File: src/rtl/input_debouncer.sv
// input_debouncer: turns a raw, asynchronous, bouncy input into a clean level.
// The raw input is synchronized first. A four-state FSM then accepts a new
// level only after it has been seen on STABLE_CYCLES consecutive edges.
// Aborted qualifications are tallied in a saturating glitch counter for debug.
module input_debouncer #(
    parameter int SYNC_STAGES   = 2,
    parameter int STABLE_CYCLES = 16,
    parameter int GLITCH_W      = 8
) (
    input  logic                clk,
    input  logic                rst_n,
    input  logic                a_raw,
    output logic                a_clean,
    output logic                busy,
    output logic [GLITCH_W-1:0] glitch_cnt
);

    localparam int CNT_W = $clog2(STABLE_CYCLES);
    localparam logic [CNT_W-1:0] CNT_LAST = CNT_W'(STABLE_CYCLES - 1);

    typedef enum logic [1:0] {
        STABLE_LO = 2'd0,
        CHECK_HI  = 2'd1,
        STABLE_HI = 2'd2,
        CHECK_LO  = 2'd3
    } state_t;

    logic [SYNC_STAGES-1:0] sync_q;
    logic [SYNC_STAGES-1:0] sync_d;
    logic                   s;

    state_t                 state_q;
    logic [CNT_W-1:0]       cnt_q;
    logic                   a_clean_q;
    logic [GLITCH_W-1:0]    glitch_q;

    // Shift the raw input into the chain; only the chain reads a_raw.
    assign sync_d = {sync_q[SYNC_STAGES-2:0], a_raw};
    assign s      = sync_q[SYNC_STAGES-1];

    // Synchronizer chain against metastability on the asynchronous input.
    always_ff @(posedge clk or negedge rst_n) begin
        if (!rst_n) begin
            sync_q <= '0;
        end else begin
            sync_q <= sync_d;
        end
    end

    // Qualification FSM: count consecutive samples of the new level, accept
    // on the last one, and treat any opposite sample as a rejected glitch.
    always_ff @(posedge clk or negedge rst_n) begin
        if (!rst_n) begin
            state_q   <= STABLE_LO;
            cnt_q     <= '0;
            a_clean_q <= 1'b0;
            glitch_q  <= '0;
        end else begin
            case (state_q)
                STABLE_LO: begin
                    if (s) begin
                        state_q <= CHECK_HI;
                        cnt_q   <= CNT_W'(1);
                    end
                end
                CHECK_HI: begin
                    if (!s) begin
                        // An abort on the acceptance cycle is still a glitch.
                        state_q <= STABLE_LO;
                        cnt_q   <= '0;
                        if (glitch_q != '1) glitch_q <= glitch_q + GLITCH_W'(1);
                    end else if (cnt_q == CNT_LAST) begin
                        state_q   <= STABLE_HI;
                        a_clean_q <= 1'b1;
                        cnt_q     <= '0;
                    end else begin
                        cnt_q <= cnt_q + CNT_W'(1);
                    end
                end
                STABLE_HI: begin
                    if (!s) begin
                        state_q <= CHECK_LO;
                        cnt_q   <= CNT_W'(1);
                    end
                end
                CHECK_LO: begin
                    if (s) begin
                        state_q <= STABLE_HI;
                        cnt_q   <= '0;
                        if (glitch_q != '1) glitch_q <= glitch_q + GLITCH_W'(1);
                    end else if (cnt_q == CNT_LAST) begin
                        state_q   <= STABLE_LO;
                        a_clean_q <= 1'b0;
                        cnt_q     <= '0;
                    end else begin
                        cnt_q <= cnt_q + CNT_W'(1);
                    end
                end
                default: begin
                    state_q <= STABLE_LO;
                    cnt_q   <= '0;
                end
            endcase
        end
    end

    // busy is decoded from the state register alone, so a_raw has no path to it.
    assign busy       = (state_q == CHECK_HI) || (state_q == CHECK_LO);
    assign a_clean    = a_clean_q;
    assign glitch_cnt = glitch_q;

endmodule

File: config.mk
export PLATFORM = sky130hd
export DESIGN_NAME = input_debouncer
export DESIGN_NICKNAME = d
export VERILOG_FILES = /design/src/rtl/input_debouncer.sv
export SDC_FILE = /design/constraint.sdc
export NUM_CORES = 1
export LEC_CHECK = 0
export BUFFER_PORTS_ARGS = -buffer_cell sky130_fd_sc_hd__clkbuf_2
export CORE_MARGIN = 4
export CORE_UTILIZATION = 53
export CTS_CLUSTER_SIZE = 25
export DETAILED_ROUTE_END_ITERATION = 8
export GPL_TIMING_DRIVEN = 0
export HOLD_SLACK_MARGIN = 0.06
export PLACE_DENSITY = 0.88
export SYNTH_ARGS = -nofsm -noshare
export SYNTH_HDL_FRONTEND = slang
export SYNTH_SLANG_ARGS = --single-unit
File: constraint.sdc
create_clock -name clk -period 2 [get_ports clk]
set_clock_uncertainty 0.05 [all_clocks]
set_input_delay 0 -clock clk [delete_from_list [all_inputs] [get_ports clk]]
set_output_delay 0 -clock clk [all_outputs]
set_load 0.005 [all_outputs]
==> results.md <==
- The critical path is of the flip-flop to flip-flop type.
- The final routed DRC violation total is 0.
- The count of routing violations after the opening detailed-route iteration is 20.
- The final standard cell area without fillers is 937 um2.
- Clock tree synthesis found a total of 17 sinks.
- In the finished design, the share of the clock period the worst path needs comes to 82.9%.
- At the pin with the least slew margin, the transition time is 0.457 ns.
- The count of inserted antenna diode cells is 0.
- The worst max-slew margin expressed relative to the limit is 69.4%.
- The netlist uses 25 different library cells.
- Dividing the detail-routed wire length by the instance count gives 13.8 um.
- The synthesis-stage register bit count is 17.
- The largest stage delay on the critical path is 0.44 ns.
- The area of the core region is 1370 um2.
- The count of cells resized by post-cts repair is 0.
- The combined global-route utilization of all metal layers is 16.9%.
- The source of the critical timing path is glitch_cnt[0]$_DFFE_PN0P_.
- The synthesized cell area is 808 um2.
- In this run the static leakage power is 0.000469 uW.
- The clock tree buffer depth is 2.
- Based on the critical path, the design can be clocked at up to 603 MHz.
- The first detailed-routing pass took 5 iterations.
- The estimated wirelength of the detail-placed design is 1040 um.
- Entering global routing, the biggest net connects 18 pins.
- Power spread over the standard cell area amounts to 965 nW/um2.
- The floorplan step defined a die boundary enclosing 2210 um2.
- Global routing consumed, on the met2 layer, 24.1% of the routing resources.
- Wires add up to 1490 um.
- STA classifies the critical path startpoint as a flip-flop.
- The placed cell area is 887 um2.
- The worst hold-check path type is input port to asynchronous set/reset pin.
- The signal on the critical path passes through ha_1 -> nand4_1 -> o211ai_4 -> mux2_4.
- The TritonCTS clock tree is yes.
- Setup repair after global routing left no endpoint under its margin.
- At the later pin of the worst-skew pair, clock insertion delay measures 0.30 ns.
- The count of mapped cells out of synthesis is 75.
- Across the run, the number of max-cap violations was 0.
- After routing, the total negative slack on setup checks comes to 0 ns.
- CTS built an H-tree with a depth of 1.
- The vertical extent of the die is 47.1 um.
- Leaving out fill and tap cells, the most frequent cell in the layout is sky130_fd_sc_hd__dfrtp_1.
- Counting every net in the synthesized netlist gives 80.
- The total I/O pin count is 13.
- The number of buffers added by the clock tree synthesis step is 3.
- Setup violations remaining at the end of the flow were counted as 0.
- The post-layout worst setup margin is 0.341 ns.
- The minimum period implied by the final worst setup slack is 1.66 ns.
- The clock transition at the register clock pins on the worst setup and hold paths after CTS is 0.11 ns.
- The final core area utilization is 68.6%.
- For this run, global-route usage on met1 was measured as 22.6%.
- In the layout the commonest cells are sky130_fd_sc_hd__dfrtp_1, sky130_fd_sc_hd__clkbuf_2, sky130_fd_sc_hd__nand2_1.
- Cells with a size suffix above 1 make up 24.7% of the layout.
- The maximum fanout along the worst path is 5.
- The floorplan row count is 13.
- In this run the critical register-to-register path is launched from glitch_cnt[0]$_DFFE_PN0P_.
- The slowest stage of the critical path belongs to the cell sky130_fd_sc_hd__dfrtp_1.
- The run finished with clean final reports.
- The die is 47.1 um wide.
- The number of nets with antenna violations after routing is 0.
- The global-route track usage on met3 is 4.98%.
- The data arrival time of the worst path is 1.79 ns.
- In this run the tool buffered the top-level ports with 12 buffer cells.
- The ratio of routed vias to standard cells is 5.67.
- Following the worst setup path forward leads to its endpoint at glitch_cnt[1]$_DFFE_PN0P_.
- The number of endpoints with negative hold slack in the final report came to 0.
- The weighted congestion reported at the end of routability-driven placement is 0.745.
- The global-route congestion overflow total is 0.
- The number of nets at the end of the flow is 99.
- The worst register-to-register path has a depth of 4.
- The via count of the first global-routing pass was 547.
- At the worst endpoint, the required time is 2.14 ns.
- The capture point of the worst reg-to-reg path is glitch_cnt[1]$_DFFE_PN0P_.
- VDD sags by at most 0.653 mV.
- The number of vias after detailed routing is 612.
- The first global-routing pass estimated 2500 um of wire.
- The initial utilization of the core area, before any placement, comes to 59.2%.
- The initial antenna violation count came to 0.
- The layer carrying the most global-route usage is met2.
- The post-synthesis average cell area is 10.8 um2.
- The clock root buffer is sky130_fd_sc_hd__clkbuf_4.
- The max-slew violation count is 0.
- Of the synthesized area, sequential elements account for 52.6%.
- The Yosys step of the flow raised 0 warnings.
- The type of destination of the critical path is a flip-flop.
- The pre-CTS setup slack is 0.371 ns.
- For flop-to-flop paths, the worst setup slack is 0.34 ns.
- The area growth from synthesis to final layout is 15.9%.
==> worst max-delay path: cells and delay by family (launching register included) <==
| kind | cells | cell delay (ns) |
|---|---|---|
| AOI/OAI and AO/OA | 1 | 0.33 |
| adders and majority gates | 1 | 0.21 |
| DFF | 1 | 0.44 |
| muxes | 1 | 0.32 |
| and+or+nand+nor | 1 | 0.19 |
==> logic make-up (layout without fill, tap and decap cells) <==
group	after synthesis	after routing	share of synthesized area, %
flops	17	17	52.6
fa+ha+maj	2	2	3.10
xor+xnor	7	7	8.51
compound gates	11	11	9.75
mux	4	4	6.04
buf+inv	5	23	2.48
simple gates	29	29	17.5
==> how the worst min path moves through the flow <==
stage | from | to | slack [ns] | cells after the start
CTS | rst_n | cnt_q[3]$_DFFE_PN0P_ | 0.11 | 2
finish | rst_n | cnt_q[3]$_DFFE_PN0P_ | 0.10 | 2
floorplan | rst_n | asynchronous set/reset pin | -0.35 | 0
global placement | rst_n | cnt_q[3]$_DFFE_PN0P_ | -0.10 | 1
detailed placement | rst_n | cnt_q[3]$_DFFE_PN0P_ | -0.10 | 1
global route | rst_n | cnt_q[3]$_DFFE_PN0P_ | 0.14 | 2
==> power by group <==
part	total (uW)	switching, uW	internal, uW	leakage [uW]
Combinational	212	91.2	120	0.000242
Sequential	503	93.0	410	0.000212
Clock	190	114	76.2	0.0000139
==> layer usage <==
layer  part of all wire (%)  wire length, um
met1                     46              685
met2                     46              681
met3                    6.6               98
met4                    1.4               21
met5                      0                0
==> flip-flops by register name, summed over array words and instances, names as in the netlist, named ones only <==
register and count:
a_clean 1, cnt_q 4, glitch_cnt 8, state_q 1
sync_q 2
==> Yosys cell counts <==
| master | count | area, um2 |
|---|---|---|
| sky130_fd_sc_hd__nand2b_1 | 1 | 6.26 |
| sky130_fd_sc_hd__o22ai_1 | 1 | 6.26 |
| sky130_fd_sc_hd__nor2_1 | 5 | 18.8 |
| sky130_fd_sc_hd__mux2_2 | 2 | 22.5 |
| sky130_fd_sc_hd__dfrtp_1 | 17 | 425 |
| sky130_fd_sc_hd__a21oi_1 | 3 | 15.0 |
| sky130_fd_sc_hd__o21ai_0 | 4 | 20.0 |
| sky130_fd_sc_hd__nand2_1 | 9 | 33.8 |
| sky130_fd_sc_hd__and3_1 | 2 | 12.5 |
| sky130_fd_sc_hd__nand3_1 | 6 | 30.0 |
| sky130_fd_sc_hd__inv_1 | 3 | 11.3 |
| sky130_fd_sc_hd__mux2_4 | 1 | 15.0 |
| sky130_fd_sc_hd__and4_1 | 1 | 8.76 |
| sky130_fd_sc_hd__ha_1 | 2 | 25.0 |
| sky130_fd_sc_hd__nand4_1 | 4 | 25.0 |
| sky130_fd_sc_hd__nor2_2 | 1 | 6.26 |
| sky130_fd_sc_hd__a21o_1 | 1 | 7.51 |
| sky130_fd_sc_hd__xnor2_2 | 1 | 16.3 |
| sky130_fd_sc_hd__xnor2_1 | 1 | 8.76 |
| sky130_fd_sc_hd__buf_2 | 1 | 5.00 |
| sky130_fd_sc_hd__clkbuf_1 | 1 | 3.75 |
| sky130_fd_sc_hd__a41oi_1 | 1 | 8.76 |
| sky130_fd_sc_hd__xor2_1 | 5 | 43.8 |
| sky130_fd_sc_hd__mux2_1 | 1 | 11.3 |
| sky130_fd_sc_hd__o211ai_4 | 1 | 21.3 |
==> layout make-up <==
type                    count  area, um2
plain buffers               2       8.76
clock buffers               3       22.5
clock inverters             1       7.51
fillers                   103        429
inverters                   3       11.3
multi-input cells          53        363
flip-flops and latches     17        425
well taps                  15       18.8
repair buffers             14       80.1
==> what timing repair did <==
item	CTS	global route
hold buffers	2	0
setup buffers	0	0
endpoints found under the hold margin	18	0
==> per-stage QoR <==
step	hold WS, ns	instances	power [uW]
after detailed placement	-0.103	102	718
final	0.101	108	905
after global routing	0.143	108	983
after CTS	0.106	108	911
after global placement	-0.104	102	713
after floorplan	-0.346	75	621
(Power assumes the default switching activity.)
